## config.mk

```make
export PLATFORM = sky130hd
export DESIGN_NAME = word_packer_flat
export DESIGN_NICKNAME = d
export VERILOG_FILES = /design/src/rtl/word_packer_if.sv /design/src/rtl/word_packer.sv /design/src/flat_wrapper.sv
export SDC_FILE = /design/constraint.sdc
export NUM_CORES = 1
export LEC_CHECK = 0
export ABC_AREA = 0
export BUFFER_PORTS_ARGS = -buffer_cell sky130_fd_sc_hd__clkbuf_2
export CORE_MARGIN = 3
export CORE_UTILIZATION = 54
export DETAILED_ROUTE_END_ITERATION = 12
export HOLD_SLACK_MARGIN = 0.05
export PLACE_DENSITY = 0.89
export SKIP_CTS_REPAIR_TIMING = 1
export SLEW_MARGIN = 20
export SYNTH_ARGS = -nofsm -noshare
export SYNTH_HDL_FRONTEND = slang
export SYNTH_SLANG_ARGS = --single-unit
```

## constraint.sdc

```tcl
create_clock -name clk_4f -period 2.44 [get_ports clk_4f]
set_input_delay 0.244 -clock clk_4f [delete_from_list [all_inputs] [get_ports clk_4f]]
set_output_delay 0.244 -clock clk_4f [all_outputs]
set_load 0.01 [all_outputs]
```

## src/rtl/word_packer_if.sv

```systemverilog
// Beat-in / word-out handshake bundle for word_packer.
// The slave modport is the packer side; the master modport is the producer/consumer side.
interface word_packer_if #(
  parameter int IN_W  = 8,
  parameter int RATIO = 4
);
  localparam int OUT_W = IN_W * RATIO;
  localparam int CW    = $clog2(RATIO + 1);

  logic [IN_W-1:0]  data_in;
  logic             valid;
  logic             flush;
  logic             in_ready;
  logic [OUT_W-1:0] data_out;
  logic             valid_out;
  logic             out_ready;
  logic [CW-1:0]    lanes_out;

  modport master (
    output data_in, valid, flush, out_ready,
    input  in_ready, data_out, valid_out, lanes_out
  );

  modport slave (
    input  data_in, valid, flush, out_ready,
    output in_ready, data_out, valid_out, lanes_out
  );
endinterface

```

## src/rtl/word_packer.sv

```systemverilog
// Packs RATIO narrow input beats into one wide registered output word.
// A flush emits a partially filled word, with the unfilled lanes zeroed.
module word_packer #(
  parameter int IN_W      = 8,
  parameter int RATIO     = 4,
  parameter int MSB_FIRST = 1
) (
  input logic           clk_4f,
  input logic           reset,
  word_packer_if.slave  bus
);
  localparam int OUT_W = IN_W * RATIO;
  localparam int CW    = $clog2(RATIO + 1);

  logic [CW-1:0]    cnt_q, cnt_d;
  logic [OUT_W-1:0] buf_q, buf_d;
  logic [OUT_W-1:0] data_q, data_d;
  logic [CW-1:0]    lanes_q, lanes_d;
  logic             valid_q, valid_d;

  logic             inReady;
  logic             beatAcc;
  logic             flushAcc;
  logic             xfer;
  logic             complete;
  logic             emitPartial;
  logic [CW-1:0]    cntAfter;
  logic [OUT_W-1:0] bufWithBeat;

  assign inReady  = !valid_q || bus.out_ready;
  assign beatAcc  = bus.valid && inReady;
  assign flushAcc = bus.flush && inReady;
  assign xfer     = valid_q && bus.out_ready;

  assign cntAfter    = cnt_q + {{(CW-1){1'b0}}, beatAcc};
  assign complete    = beatAcc && (cnt_q == CW'(RATIO - 1));
  assign emitPartial = flushAcc && !complete && (cntAfter != '0);

  // Accumulation buffer as it would look with this cycle's beat dropped into lane cnt_q.
  always_comb begin
    bufWithBeat = buf_q;
    if (beatAcc) begin
      if (MSB_FIRST != 0) begin
        bufWithBeat[OUT_W - IN_W - int'(cnt_q) * IN_W +: IN_W] = bus.data_in;
      end else begin
        bufWithBeat[int'(cnt_q) * IN_W +: IN_W] = bus.data_in;
      end
    end
  end

  always_comb begin
    cnt_d   = cntAfter;
    buf_d   = bufWithBeat;
    data_d  = data_q;
    lanes_d = lanes_q;
    valid_d = valid_q;
    if (xfer) begin
      valid_d = 1'b0;
    end
    // A new word may load on the same edge the previous one is consumed.
    if (complete || emitPartial) begin
      data_d  = bufWithBeat;
      lanes_d = cntAfter;
      valid_d = 1'b1;
      cnt_d   = '0;
      buf_d   = '0;
    end
  end

  always_ff @(posedge clk_4f) begin
    if (reset) begin
      cnt_q   <= '0;
      buf_q   <= '0;
      data_q  <= '0;
      lanes_q <= '0;
      valid_q <= 1'b0;
    end else begin
      cnt_q   <= cnt_d;
      buf_q   <= buf_d;
      data_q  <= data_d;
      lanes_q <= lanes_d;
      valid_q <= valid_d;
    end
  end

  assign bus.in_ready  = inReady;
  assign bus.data_out  = data_q;
  assign bus.valid_out = valid_q;
  assign bus.lanes_out = lanes_q;
endmodule

```

## src/flat_wrapper.sv

```systemverilog
// flat-port wrapper written by rule: the top's interface ports become plain ports
module word_packer_flat 
#(
  parameter int IN_W      = 8,
  parameter int RATIO     = 4,
  parameter int MSB_FIRST = 1
)
  (clk_4f, reset, bus_data_in, bus_valid, bus_flush, bus_out_ready, bus_in_ready, bus_data_out, bus_valid_out, bus_lanes_out);
  word_packer_if #(.IN_W(IN_W), .RATIO(RATIO)) bus_i ();
  input logic clk_4f;
  input logic reset;
  input wire logic [$bits(bus_i.data_in)-1:0] bus_data_in;
  input wire logic [$bits(bus_i.valid)-1:0] bus_valid;
  input wire logic [$bits(bus_i.flush)-1:0] bus_flush;
  input wire logic [$bits(bus_i.out_ready)-1:0] bus_out_ready;
  output wire logic [$bits(bus_i.in_ready)-1:0] bus_in_ready;
  output wire logic [$bits(bus_i.data_out)-1:0] bus_data_out;
  output wire logic [$bits(bus_i.valid_out)-1:0] bus_valid_out;
  output wire logic [$bits(bus_i.lanes_out)-1:0] bus_lanes_out;
  assign bus_i.data_in = bus_data_in;
  assign bus_i.valid = bus_valid;
  assign bus_i.flush = bus_flush;
  assign bus_i.out_ready = bus_out_ready;
  assign bus_in_ready = bus_i.in_ready;
  assign bus_data_out = bus_i.data_out;
  assign bus_valid_out = bus_i.valid_out;
  assign bus_lanes_out = bus_i.lanes_out;
  word_packer #(.IN_W(IN_W), .RATIO(RATIO), .MSB_FIRST(MSB_FIRST)) u_core (.clk_4f(clk_4f), .reset(reset), .bus(bus_i));
endmodule
```

### Yosys cells after proc, flatten, opt, wreduce, memory -nomap -nowiden

Index checks and enable logic that the tools add are counted.

| word-level totals | value |
|---|---|
| flip-flop bits (word level) | 71 |
| latch bits | 0 |
| bits in writable memories | 0 |
| bits in read-only memories | 0 |
| input bits | 13 |
| output and inout bits | 37 |
| word-level logic and storage cells | 28 |
| memories | 0 |

| cells by class | value |
|---|---|
| add/subtract/negate cells | 3 |
| multiply operators | 0 |
| divide/modulo/power cells | 0 |
| order comparisons | 0 |
| equal/unequal tests | 1 |
| shifts and indexed selects | 2 |
| multiplexer cells | 4 |
| bitwise gates (word level) | 0 |
| reductions and logical operators | 13 |

Operators by type and width:

| kind | number |
|---|---|
| 32-bit negation with 33-bit output | 1 |
| 8-bit by 33-bit variable shift with 32-bit output (first input constant) | 1 |
| 8-bit by 33-bit variable part select with 32-bit output | 1 |
| 32-bit bitwise mux | 1 |
| 32-bit two-way mux | 1 |
| 5-bit by 6-bit subtractor with 7-bit output (first input constant) | 1 |
| 1-bit logical AND | 6 |
| 3-bit by 1-bit adder with 3-bit output | 1 |
| 3-bit by 2-bit equality test with 1-bit output (second input constant) | 1 |
| 3-bit nonzero test | 1 |
| 1-bit zero test | 2 |
| 1-bit logical OR | 2 |
| 1-bit two-way mux | 2 |
| 2-bit nonzero test | 1 |
| 2-bit OR reduction | 1 |

### Logic depth before layout (Yosys ltp)

Gate-level depths: netlist (run 1).

| depth | value |
|---|---|
| depth after elaboration | 9 |
| mapped depth | 11 |
| gate-level depth less buffers | 9 |

### Worst setup path before layout (run 1)

Ideal clock, no wire load.

| timing | value |
|---|---|
| kind | reg2reg |
| start point | register u_core.valid_q (netlist: u_core.bus.valid_out) |
| end point | register u_core.buf_q[21] |
| library setup time | 65 ps |
| data arrival time | 2,313 ps |
| path slack | 62 ps |
| cell stages (with the launch flop) | 12 |
| buffers on the path | 2 |
| clock period less this slack | 2,378 ps |
| cells stage by stage | dfxtp_1 > nor2b_4 > inv_2 > and2_1 > ha_1 > ha_1 > xnor2_1 > a311oi_4 > or3_1 > buf_6 > buf_6 > nor2_1 |

| between the ends | value |
|---|---|
| longest elaborated chain between the ends | 9 |

Ends and longest elaborated chain:

| item | line | source |
|---|---|---|
| start: declaration | word_packer.sv:19 | `logic valid_q, valid_d;` |
| start signal: assignment | word_packer.sv:82 | `valid_q <= valid_d;` |
| 1-bit zero test * | word_packer.sv:30 | `assign inReady = !valid_q \|\| bus.out_ready;` |
| 1-bit logical OR * | word_packer.sv:30 |  |
| via bus_in_ready | flat_wrapper.sv:16 | `output wire logic [$bits(bus_i.in_ready)-1:0] bus_in_ready;` |
| branches (longest 7 deep; another with 3-bit by 1-bit adder with 3-bit output) | -- |  |
| end signal: assignment | word_packer.sv:79 | `buf_q <= buf_d;` |
| end: declaration | word_packer.sv:16 | `logic [OUT_W-1:0] buf_q, buf_d;` |

Mark *: on every way through the listed nets, which the timed path passes.
A chain may end at the register's enable or synchronous reset.

### Final worst setup path (run 1)

| timing | value |
|---|---|
| start point | register u_core.cnt_q[0] |
| end point | register u_core.data_q[10] (netlist: u_core.bus.data_out[10]) |

| between the ends | value |
|---|---|
| longest elaborated chain between the ends | 6 |

Ends and longest elaborated chain:

| item | line | source |
|---|---|---|
| start: declaration | word_packer.sv:15 | `logic [CW-1:0] cnt_q, cnt_d;` |
| start signal: assignment | word_packer.sv:78 | `cnt_q <= cnt_d;` |
| branches (longest 6 deep; another with 32-bit negation with 33-bit output) | -- |  |
| end signal: assignment | word_packer.sv:80 | `data_q <= data_d;` |
| end: declaration | word_packer.sv:17 | `logic [OUT_W-1:0] data_q, data_d;` |

Several ways; the timed one is not identified.

==> metrics.txt, run 1 <==
Die Wd 76.5 microns; Synth Net Count ~260; Post-DP HPWL 3.98 mm; CTS clk-pin slew, worst paths 70 ps; post-synthesis adder-cell area fraction 0.0326; largest family of logic cells by synthesized area simple AND/OR/NAND/NOR gates; Synth Area in Compound Gates 0.132; RR Startpoint u_core.cnt_q[0]$_SDFF_PP0_; Synth area leader dfxtp_1; max frequency 425 MHz; XOR/XNOR share of the synthesized area 0.00326; max_cap viols 0; port buffer count 49; DR WL/cell 16.1 microns; grt ovf 0; P&R area growth vs syn 24.8%; initial antenna violation count 0; EDFF count, synth 0; core footprint roughly 0.0048 sq mm; CTS tree built; Hold Crit Class in2reg; VDD IR max 0.000556 V; WP data arrival roughly 2600 ps; Die ar. 0.00585 sq mm; global-route wire length before repair about 9.5 mm; Most used DFF post-synth dfxtp_1; leakage power 1.45 nW; power density over cell area 804 mW/mm^2; Total GRT Usage 0.209; run status finished, final reports clean; Syn Inst Count about 240; vias 1959; synthesized area 0.00269 sq mm; pre-CTS WS -104 ps; Post-DRT Antenna Nets 0; Synth async-reset ratio 0; Setup Skew 4.75 ps; final setup fails 0; CTS Sinks 71; Final Hold Fails 0; Worst Path Required around 2700 ps; post-synthesis sequential area ratio 0.529; Post-layout nets 318; Initial Util 0.565; largest net degree at the start of global routing 35; Die Ht 76.5 microns; worst skew pair latency 340 ps; setup TNS 0 ps; crit path time final about 2400 ps; startpoint class of the critical path flop; H-tree Lvls 3; critical hold path startpoint reset; clock buffer depth 2; period utilization 0.964; total of warnings raised by yosys 0; vias in the first global route 1897; detailed router's first-iteration violation count ~120; Slew Limit Fails 0; drt total wl 5.95 mm; RSZ-0062 raised after global routing true; ant diodes 0; Pre-antenna DRT Iters 4; row count 25; Final GP Congestion about 0.8; mux contribution to synthesized area 0.112; Crit Path Max Fanout 8; Top-Level Pins 50; layout cell share with drive strength beyond 1 0.317; CP Class reg2reg; flops & latches, synth 71; relative slew slack 0.690; share of the synthesized area in the top cell type 0.529; Post-Synth Simple-Gate Area 0.143; Critical Path End Type flop; distinct cell type count after synthesis 32; Synth area leaders dfxtp_1, mux2i_1, o2bb2ai_1, nor2_1, ha_1; final worst-path setup slack 87.2 ps; post-DR vias/cell roughly 5.3; Worst-Margin Slew 464 ps; syn avg cell area 11.3 sq um; Crit. Startpoint u_core.cnt_q[0]$_SDFF_PP0_; clock buffer count from CTS 9; CTS root buffer clkbuf_8; drt drc 0
-- power by group --
| part | internal (mW) | leakage [nW] | total (mW) | switching (mW) |
|---|---|---|---|---|
| sequential | 1.21 | 0.575 | 1.24 | 0.0283 |
| combinational | 0.169 | 0.753 | 0.391 | 0.221 |
| clock | 0.631 | 0.120 | 1.06 | 0.432 |
-- flip-flops by register name, indices dropped and copies added, names as in the netlist --
signal                flops
u_core.buf_q             32
u_core.bus.lanes_out      3
u_core.cnt_q              3
u_core.bus.valid_out      1
u_core.bus.data_out      32
-- cells by family (layout without fill, tap and decap cells) --
group | after synthesis | after routing
compound gates | 40 | 40
xor+xnor | 1 | 1
fa+ha+maj | 7 | 7
buf+inv | 21 | 86
flops | 71 | 71
mux | 30 | 30
simple gates | 68 | 68
-- through the flow --
step | utilization | area (sq um) | cells | power (mW) | hold slack, ps
6_report | 0.705 | 3350 | 370 | 2.69 | 192
5_1_grt | 0.705 | 3350 | 370 | 2.79 | 191
2_1_floorplan | - | 2690 | 238 | 1.50 | 313
3_3_place_gp | 0.631 | 3000 | 349 | 1.59 | 442
4_1_cts | 0.683 | 3250 | 366 | 2.67 | 171
3_5_place_dp | 0.634 | 3020 | 350 | 1.62 | 448
-- placed cells by master (no fill, tap or decap), drive strengths merged --
cell / synthesis / final
nand3: 3 / 3
a311oi: 3 / 3
mux2i: 30 / 30
nor4b: 1 / 1
dfxtp: 71 / 71
clkinv: 0 / 2
nor2b: 9 / 9
o31ai: 1 / 1
bufinv: 0 / 2
clkbuf: 1 / 61
or3: 1 / 1
and3: 1 / 1
inv: 7 / 8
nand4: 2 / 2
nand2b: 2 / 2
a21oi: 3 / 3
xnor2: 1 / 1
nor3: 3 / 3
and4b: 2 / 2
o2bb2ai: 32 / 32
and2: 8 / 8
buf: 13 / 13
or2: 1 / 1
nand4b: 1 / 1
o21bai: 1 / 1
ha: 7 / 7
nor2: 34 / 34
-- layer usage --
metal  up-vias  wire (microns)  track usage  share of wire
met3        12             235       0.0567          0.040
li1        959               -            -              -
met1       948            2610        0.258           0.44
met2        40            2960        0.337           0.50
met4         0             140        0.103          0.024
met5         -               0            0              0
-- synth_stat cells (2+ instances only) --
cell type and n:
buf_6 5, buf_2 7, nand2b_1 2, mux2i_1 30
nor2b_1 8, a311oi_1 2, a21oi_1 3, and2_1 8
nor2_1 33, inv_1 6, nand4_2 2, ha_1 7
dfxtp_1 71, nor3_1 2, nand3_1 3, and4b_1 2
o2bb2ai_1 32
-- final cells by class --
cell class	count	area, sq um
clock inverters	5	78.8
well taps	67	83.8
multi-input cells	146	1180
fillers	364	1400
repair buffers	63	404
inverters	7	26.3
flip-flops and latches	71	1420
clock buffers	11	151
-- critical path, cell delays in order (launching register included) --
cell       delay [ps]
dfxtp_2           420
ha_1              200
inv_1              50
ha_1              320
nor4b_4           400
and4b_1           300
buf_12            150
mux2i_1           280
o2bb2ai_1         110
-- final timing paths --
| path | endpoint | slack, ps | cells past startpoint |
|---|---|---|---|
| max | u_core.bus.data_out[10]$_SDFFE_PP0P_ | 90 | 8 |
| min | u_core.bus.valid_out$_SDFFE_PP0P_ | 190 | 2 |
| max reg2reg | u_core.bus.data_out[10]$_SDFFE_PP0P_ | 90 | 8 |
| min reg2reg | u_core.bus.data_out[5]$_SDFFE_PP0P_ | 470 | 1 |
(Power assumes the default switching activity.)
==> run 2, diff against run 1 <==
--- a/config.mk
+++ b/config.mk
@@ -6,12 +6,15 @@
 export NUM_CORES = 1
 export LEC_CHECK = 0
 export ABC_AREA = 0
-export BUFFER_PORTS_ARGS = -buffer_cell sky130_fd_sc_hd__clkbuf_2
+export CELL_PAD_IN_SITES_DETAIL_PLACEMENT = 0
+export CELL_PAD_IN_SITES_GLOBAL_PLACEMENT = 1
 export CORE_MARGIN = 3
-export CORE_UTILIZATION = 54
+export CORE_UTILIZATION = 48
 export DETAILED_ROUTE_END_ITERATION = 12
+export DONT_BUFFER_PORTS = 1
 export HOLD_SLACK_MARGIN = 0.05
-export PLACE_DENSITY = 0.89
+export PLACE_DENSITY = 0.88
+export RECOVER_POWER = 50
 export SKIP_CTS_REPAIR_TIMING = 1
 export SLEW_MARGIN = 20
 export SYNTH_ARGS = -nofsm -noshare
==> run 2 against run 1 <==
Fmax increased by 3.0%. Hold slack got worse by 120 ps. Global-route usage decreased by 2.7 points. Worst setup slack improved by 69 ps. Critical endpoint is now u_core.buf_q[4]$_SDFF_PP0_.
==> metrics.txt, run 2 (synthesis results as in run 1) <==
run status finished, final reports clean (unchanged); Crit Path Max Fanout 13 (was 8); Setup Skew 12.0 ps (was 4.75 ps); r2r endpoint u_core.buf_q[4]$_SDFF_PP0_ (was u_core.bus.data_out[10]$_SDFFE_PP0P_); CTS clk-pin slew, worst paths 80 ps (was 70 ps); clock buffer depth 2 (unchanged); detailed router's first-iteration violation count 89 (was 116); WP data arrival 2520 ps (was 2580 ps); worst skew pair latency 340 ps (about the same); Worst-Margin Slew 432 ps (was 464 ps); initial antenna violation count 0 (unchanged); layout cell share with drive strength beyond 1 0.171 (was 0.317); Final GP Congestion 0.751 (was 0.794); Final Total Pwr 2.49 mW (was 2.69 mW); CTS tree built (unchanged); P&R area growth vs syn 13.4% (was 24.8%); Post-DP HPWL 3.72 mm (was 3.98 mm); final setup fails 0 (unchanged); Hold Crit Class in2reg (unchanged); commonest cells after routing, fill and taps aside dfxtp_1, nor2_1, o2bb2ai_1 (was dfxtp_1, clkbuf_2, nor2_1, o2bb2ai_1, mux2i_1); Total GRT Usage 0.183 (was 0.209); relative slew slack 0.712 (was 0.690); H-tree Lvls 3 (unchanged); leakage power 1.20 nW (was 1.45 nW); row count 26 (was 25); Final Hold Fails 0 (unchanged); max_cap viols 0 (unchanged); RR Startpoint u_core.bus.valid_out$_SDFFE_PP0P_ (was u_core.cnt_q[0]$_SDFF_PP0_); clock buffer count from CTS 9 (unchanged); drt total wl 5.44 mm (was 5.95 mm); crit path time final 2280 ps (was 2350 ps); global-route wire length before repair 8.86 mm (was 9.49 mm); period utilization 0.936 (was 0.964); Critical Path End Type flop (unchanged); post-DR vias/cell 5.25 (was 5.29); ant diodes 0 (unchanged); vias 1723 (was 1959); Util after Layout 0.578 (was 0.705); grt ovf 0 (unchanged); drt drc 0 (unchanged); CTS Sinks 71 (unchanged); critical hold path startpoint bus_data_in[4] (was reset); Die Wd 80.8 microns (was 76.5 microns); Hold Crit Endpoint u_core.bus.data_out[4]$_SDFFE_PP0P_ (was u_core.bus.valid_out$_SDFFE_PP0P_); DR WL/cell 16.6 microns (was 16.1 microns); Top-Level Pins 50 (unchanged); Die Ht 80.8 microns (was 76.5 microns); port buffer count 0 (was 49); Post-layout nets 273 (was 318); CTS root buffer clkbuf_8 (unchanged); Worst Path Required 2680 ps (was 2670 ps); Initial Util 0.509 (was 0.565); vias in the first global route 1756 (was 1897); startpoint class of the critical path flop (unchanged); flop2flop setup slack 160 ps (was 90 ps); Hold Crit Depth 2 (unchanged); Slew Limit Fails 0 (unchanged); largest net degree at the start of global routing 35 (unchanged); max frequency 438 MHz (was 425 MHz); power density over cell area 818 mW/mm^2 (was 804 mW/mm^2); Pre-antenna DRT Iters 4 (unchanged); Post-DRT Antenna Nets 0 (unchanged); core footprint 0.00527 sq mm (was 0.00475 sq mm); VDD IR max 0.000439 V (was 0.000556 V); CP Class reg2reg (unchanged); Die ar. 0.00653 sq mm (was 0.00585 sq mm); commonest non-fill, non-tap cell in the layout dfxtp_1 (unchanged); Worst R2R Path Depth 12 (was 8); RSZ-0062 raised after global routing false (was true)
[run 2: changes by cell type in the layout (fill, tap and decap cells not counted), sizes merged]
cell / previous run / this run
clkbuf: 61 / 11
buf: 13 / 15
clkinv: 2 / 5
dlygate4sd3: 0 / 1
bufinv: 2 / 1
[run 2: final cells by class]
class | count | area (sq um)
fill | 464 | 2230
sequential | 71 | 1420
multi-input combinational | 146 | 1140
timing repair buffer | 18 | 168
clock buffer | 9 | 124
tap | 70 | 87.6
clock inverter | 7 | 71.3
inverter | 7 | 26.3
[run 2: through the flow]
step	cells	hold slack (ps)	worst slack (ps)	area (sq um)	TNS [ps]
finish	328	75.3	156	3040	0
global route	328	77.0	18.4	3040	0
CTS	325	-48.6	-117	3010	-3380
detailed placement	309	320	-107	2810	-3130
global placement	308	315	-188	2800	-5610
floorplan	238	313	61.9	2690	0
[run 2: layer usage]
metal,vias to the layer above,global-route usage,part of all wire,wire length [microns]
li1,868,-,-,-
met1,810,0.237,0.46,2510
met2,37,0.285,0.47,2560
met3,8,0.0610,0.055,301
met4,0,0.0659,0.011,61
met5,-,0,0,0
[run 2: critical path, stage by stage, from the launching register on]
cell	delay, ps
dfxtp_1	330
nor2b_4	150
inv_2	40
and2_0	150
ha_1	180
ha_1	180
xnor2_1	120
buf_4	140
a311oi_4	270
buf_4	180
nor3_4	50
clkbuf_4	220
and2_1	180
[run 2: where the power goes]
| part | switching (mW) | internal, mW |
|---|---|---|
| Combinational | 0.186 | 0.139 |
| Sequential | 0.0400 | 1.21 |
| Clock | 0.442 | 0.473 |
| Total | 0.667 | 1.82 |
[run 2: how the worst max path moves through the flow]
stage / slack [ps] / cells past startpoint / from / end
floorplan: 60 / 11 / u_core.bus.valid_out$_SDFFE_PP0P_ / u_core.buf_q[21]$_SDFF_PP0_
global placement: -190 / 10 / u_core.bus.valid_out$_SDFFE_PP0P_ / u_core.buf_q[4]$_SDFF_PP0_
CTS: -120 / 12 / u_core.bus.valid_out$_SDFFE_PP0P_ / u_core.buf_q[10]$_SDFF_PP0_
global route: 20 / 12 / u_core.bus.valid_out$_SDFFE_PP0P_ / u_core.buf_q[27]$_SDFF_PP0_
detailed placement: -110 / 12 / u_core.bus.valid_out$_SDFFE_PP0P_ / u_core.buf_q[27]$_SDFF_PP0_
finish: 160 / 12 / u_core.bus.valid_out$_SDFFE_PP0P_ / u_core.buf_q[4]$_SDFF_PP0_
==> run 3, diff against run 2 <==
--- a/config.mk
+++ b/config.mk
@@ -9,13 +9,13 @@
 export CELL_PAD_IN_SITES_DETAIL_PLACEMENT = 0
 export CELL_PAD_IN_SITES_GLOBAL_PLACEMENT = 1
 export CORE_MARGIN = 3
-export CORE_UTILIZATION = 48
+export CORE_UTILIZATION = 52
 export DETAILED_ROUTE_END_ITERATION = 12
 export DONT_BUFFER_PORTS = 1
-export HOLD_SLACK_MARGIN = 0.05
-export PLACE_DENSITY = 0.88
+export PLACE_DENSITY = 0.93
 export RECOVER_POWER = 50
 export SKIP_CTS_REPAIR_TIMING = 1
+export SKIP_LAST_GASP = 1
 export SLEW_MARGIN = 20
 export SYNTH_ARGS = -nofsm -noshare
 export SYNTH_HDL_FRONTEND = slang
==> constraint.sdc (replaced) <==
create_clock -name clk_4f -period 2.9 [get_ports clk_4f]
set_input_delay 0.29 -clock clk_4f [delete_from_list [all_inputs] [get_ports clk_4f]]
set_output_delay 0.29 -clock clk_4f [all_outputs]
set_load 0.01 [all_outputs]
==> run 3 against run 2 <==
Hold slack got worse by 65 ps. Via count about the same. Core utilization increased by 2.5 points. Register-to-register slack improved by 80 ps. Combinational power decreased by 26%. Non-clock buffer count decreased by 8. Final area decreased by 4.1%. Clock power decreased by 21%. Fmax decreased by 14%. Count of clock-buffer cells in the layout increased by 1. Critical path depth decreased by 2. Global-route usage increased by 0.45 points.
==> metrics.txt, run 3 (synthesis results as in run 1) <==
final worst-path setup slack 232 ps (was 156 ps); power density over cell area 691 mW/mm^2 (was 818 mW/mm^2); row count 25 (was 26); detailed router's first-iteration violation count 110 (was 89); relative slew slack 0.662 (was 0.712); Worst-Margin Slew 508 ps (was 432 ps); port buffer count 0 (unchanged); grt ovf 0 (unchanged); Worst R2R Path Depth 10 (was 12); core footprint 0.00485 sq mm (was 0.00527 sq mm); Final Hold Fails 0 (unchanged); Pre-antenna DRT Iters 4 (unchanged); Total GRT Usage 0.187 (was 0.183); Setup Skew 5.37 ps (was 12.0 ps); Util after Layout 0.602 (was 0.578); Critical Path End Type flop (unchanged); CP max stage delay 400 ps (was 330 ps); critical-path cell list nor2b_4 -> inv_2 -> and2_0 -> ha_1 -> ha_1 -> xnor2_1 -> a311oi_4 -> nor3_2 -> buf_4 -> o2bb2ai_1 (was nor2b_4 -> inv_2 -> and2_0 -> ha_1 -> ha_1 -> xnor2_1 -> buf_4 -> a311oi_4 -> buf_4 -> nor3_4 -> clkbuf_4 -> and2_1); worst skew pair latency 340 ps (about the same); Hold Crit Depth 1 (was 2); Die ar. 0.00606 sq mm (was 0.00653 sq mm); Initial Util 0.554 (was 0.509); clock buffer count from CTS 9 (unchanged); CTS clk-pin slew, worst paths 70 ps (was 80 ps); Slew Limit Fails 0 (unchanged); VDD IR max 0.000377 V (was 0.000439 V); Top-Level Pins 50 (unchanged); clock buffer depth 2 (unchanged); drt total wl 5.27 mm (was 5.44 mm); post-DR vias/cell 5.50 (was 5.25); WP data arrival 2940 ps (was 2520 ps); global-route wire length before repair 8.49 mm (was 8.86 mm); master of the slowest instance on the critical path nor3_2 (was dfxtp_1); r2r endpoint u_core.bus.data_out[11]$_SDFFE_PP0P_ (was u_core.buf_q[4]$_SDFF_PP0_); critical hold path startpoint reset (was bus_data_in[4]); vias in the first global route 1687 (was 1756); pre-CTS WS 143 ps (was -107 ps); RSZ-0062 raised after global routing false (unchanged); P&R area growth vs syn 8.76% (was 13.4%); final setup fails 0 (unchanged); CP Class reg2reg (unchanged); Final GP Congestion 0.823 (was 0.751); CTS tree built (unchanged); Hold Crit Endpoint u_core.bus.valid_out$_SDFFE_PP0P_ (was u_core.bus.data_out[4]$_SDFFE_PP0P_); DR WL/cell 16.8 microns (was 16.6 microns); leakage power 1.15 nW (was 1.20 nW); Die Ht 77.9 microns (was 80.8 microns); CTS root buffer clkbuf_8 (unchanged); crit path time final 2670 ps (was 2280 ps); drt drc 0 (unchanged); max frequency 375 MHz (was 438 MHz); Crit Path Max Fanout 12 (was 13); RR Startpoint u_core.bus.valid_out$_SDFFE_PP0P_ (unchanged); largest net degree at the start of global routing 22 (was 35); Post-layout nets 265 (was 273); vias 1722 (was 1723); ant diodes 0 (unchanged); max_cap viols 0 (unchanged); run status finished, final reports clean (unchanged); commonest non-fill, non-tap cell in the layout dfxtp_1 (unchanged); Hold Crit Class in2reg (unchanged); CTS Sinks 71 (unchanged); commonest cells after routing, fill and taps aside dfxtp_1, nor2_1, o2bb2ai_1 (unchanged); Post-DP HPWL 3.70 mm (was 3.72 mm); layout cell share with drive strength beyond 1 0.130 (was 0.171); H-tree Lvls 3 (unchanged); Post-DRT Antenna Nets 0 (unchanged); initial antenna violation count 0 (unchanged); Worst Path Required 3170 ps (was 2680 ps); Die Wd 77.9 microns (was 80.8 microns); period utilization 0.920 (was 0.936); most used cell, CP ha_1; flop2flop setup slack 230 ps (was 160 ps); Non-Filler Instances 313 (was 328); startpoint class of the critical path flop (unchanged); setup TNS 0 ps (unchanged); placed cells 298 (was 309)
## run 3: layout make-up
class / count / area [sq um]
fill: 406 / 1930
timing repair buffer: 10 / 77.6
tap: 67 / 83.8
clock buffer: 10 / 138
sequential: 71 / 1420
clock inverter: 2 / 35.0
multi-input combinational: 146 / 1140
inverter: 7 / 26.3
## run 3: worst max path at each step
stage                                      startpoint                                    to  cells past startpoint
detailed placement  u_core.bus.valid_out$_SDFFE_PP0P_  u_core.bus.data_out[11]$_SDFFE_PP0P_                     10
global route        u_core.bus.valid_out$_SDFFE_PP0P_   u_core.bus.data_out[7]$_SDFFE_PP0P_                     10
global placement    u_core.bus.valid_out$_SDFFE_PP0P_   u_core.bus.data_out[2]$_SDFFE_PP0P_                     10
finish              u_core.bus.valid_out$_SDFFE_PP0P_  u_core.bus.data_out[11]$_SDFFE_PP0P_                     10
floorplan           u_core.bus.valid_out$_SDFFE_PP0P_           u_core.buf_q[21]$_SDFF_PP0_                     11
CTS                 u_core.bus.valid_out$_SDFFE_PP0P_  u_core.bus.data_out[11]$_SDFFE_PP0P_                     10
## run 3: metrics by stage
stage	area [sq um]	hold WS, ps	total power [mW]
6_report	2920	10.7	2.02
5_1_grt	2920	3.88	2.11
4_1_cts	2900	0.445	2.03
3_5_place_dp	2730	365	1.31
3_3_place_gp	2730	363	1.31
2_1_floorplan	2690	359	1.27
## run 3: layer usage
layer	share of wire	global-route usage	up-vias
met5	0	0	-
met4	0.023	0.0961	0
met3	0.070	0.0684	11
met2	0.47	0.292	50
met1	0.44	0.226	801
li1	-	-	860
## run 3: report_power, final
group	total [mW]	leakage (nW)	internal [mW]	switching, mW
clock network	0.722	0.0899	0.400	0.322
registers	1.05	0.574	1.02	0.0345
logic	0.242	0.483	0.0949	0.147
total	2.02	1.15	1.51	0.504
## run 3: critical path: cells and delay by family, from the launching register on
| family | cells | cell delay [ps] |
|---|---|---|
| AOI/OAI and AO/OA | 2 | 350 |
| xor gates and xnor gates | 1 | 340 |
| adders and majority gates | 2 | 380 |
| buffers and inverters | 2 | 360 |
| DFF | 1 | 380 |
| and+or+nand+nor | 3 | 770 |
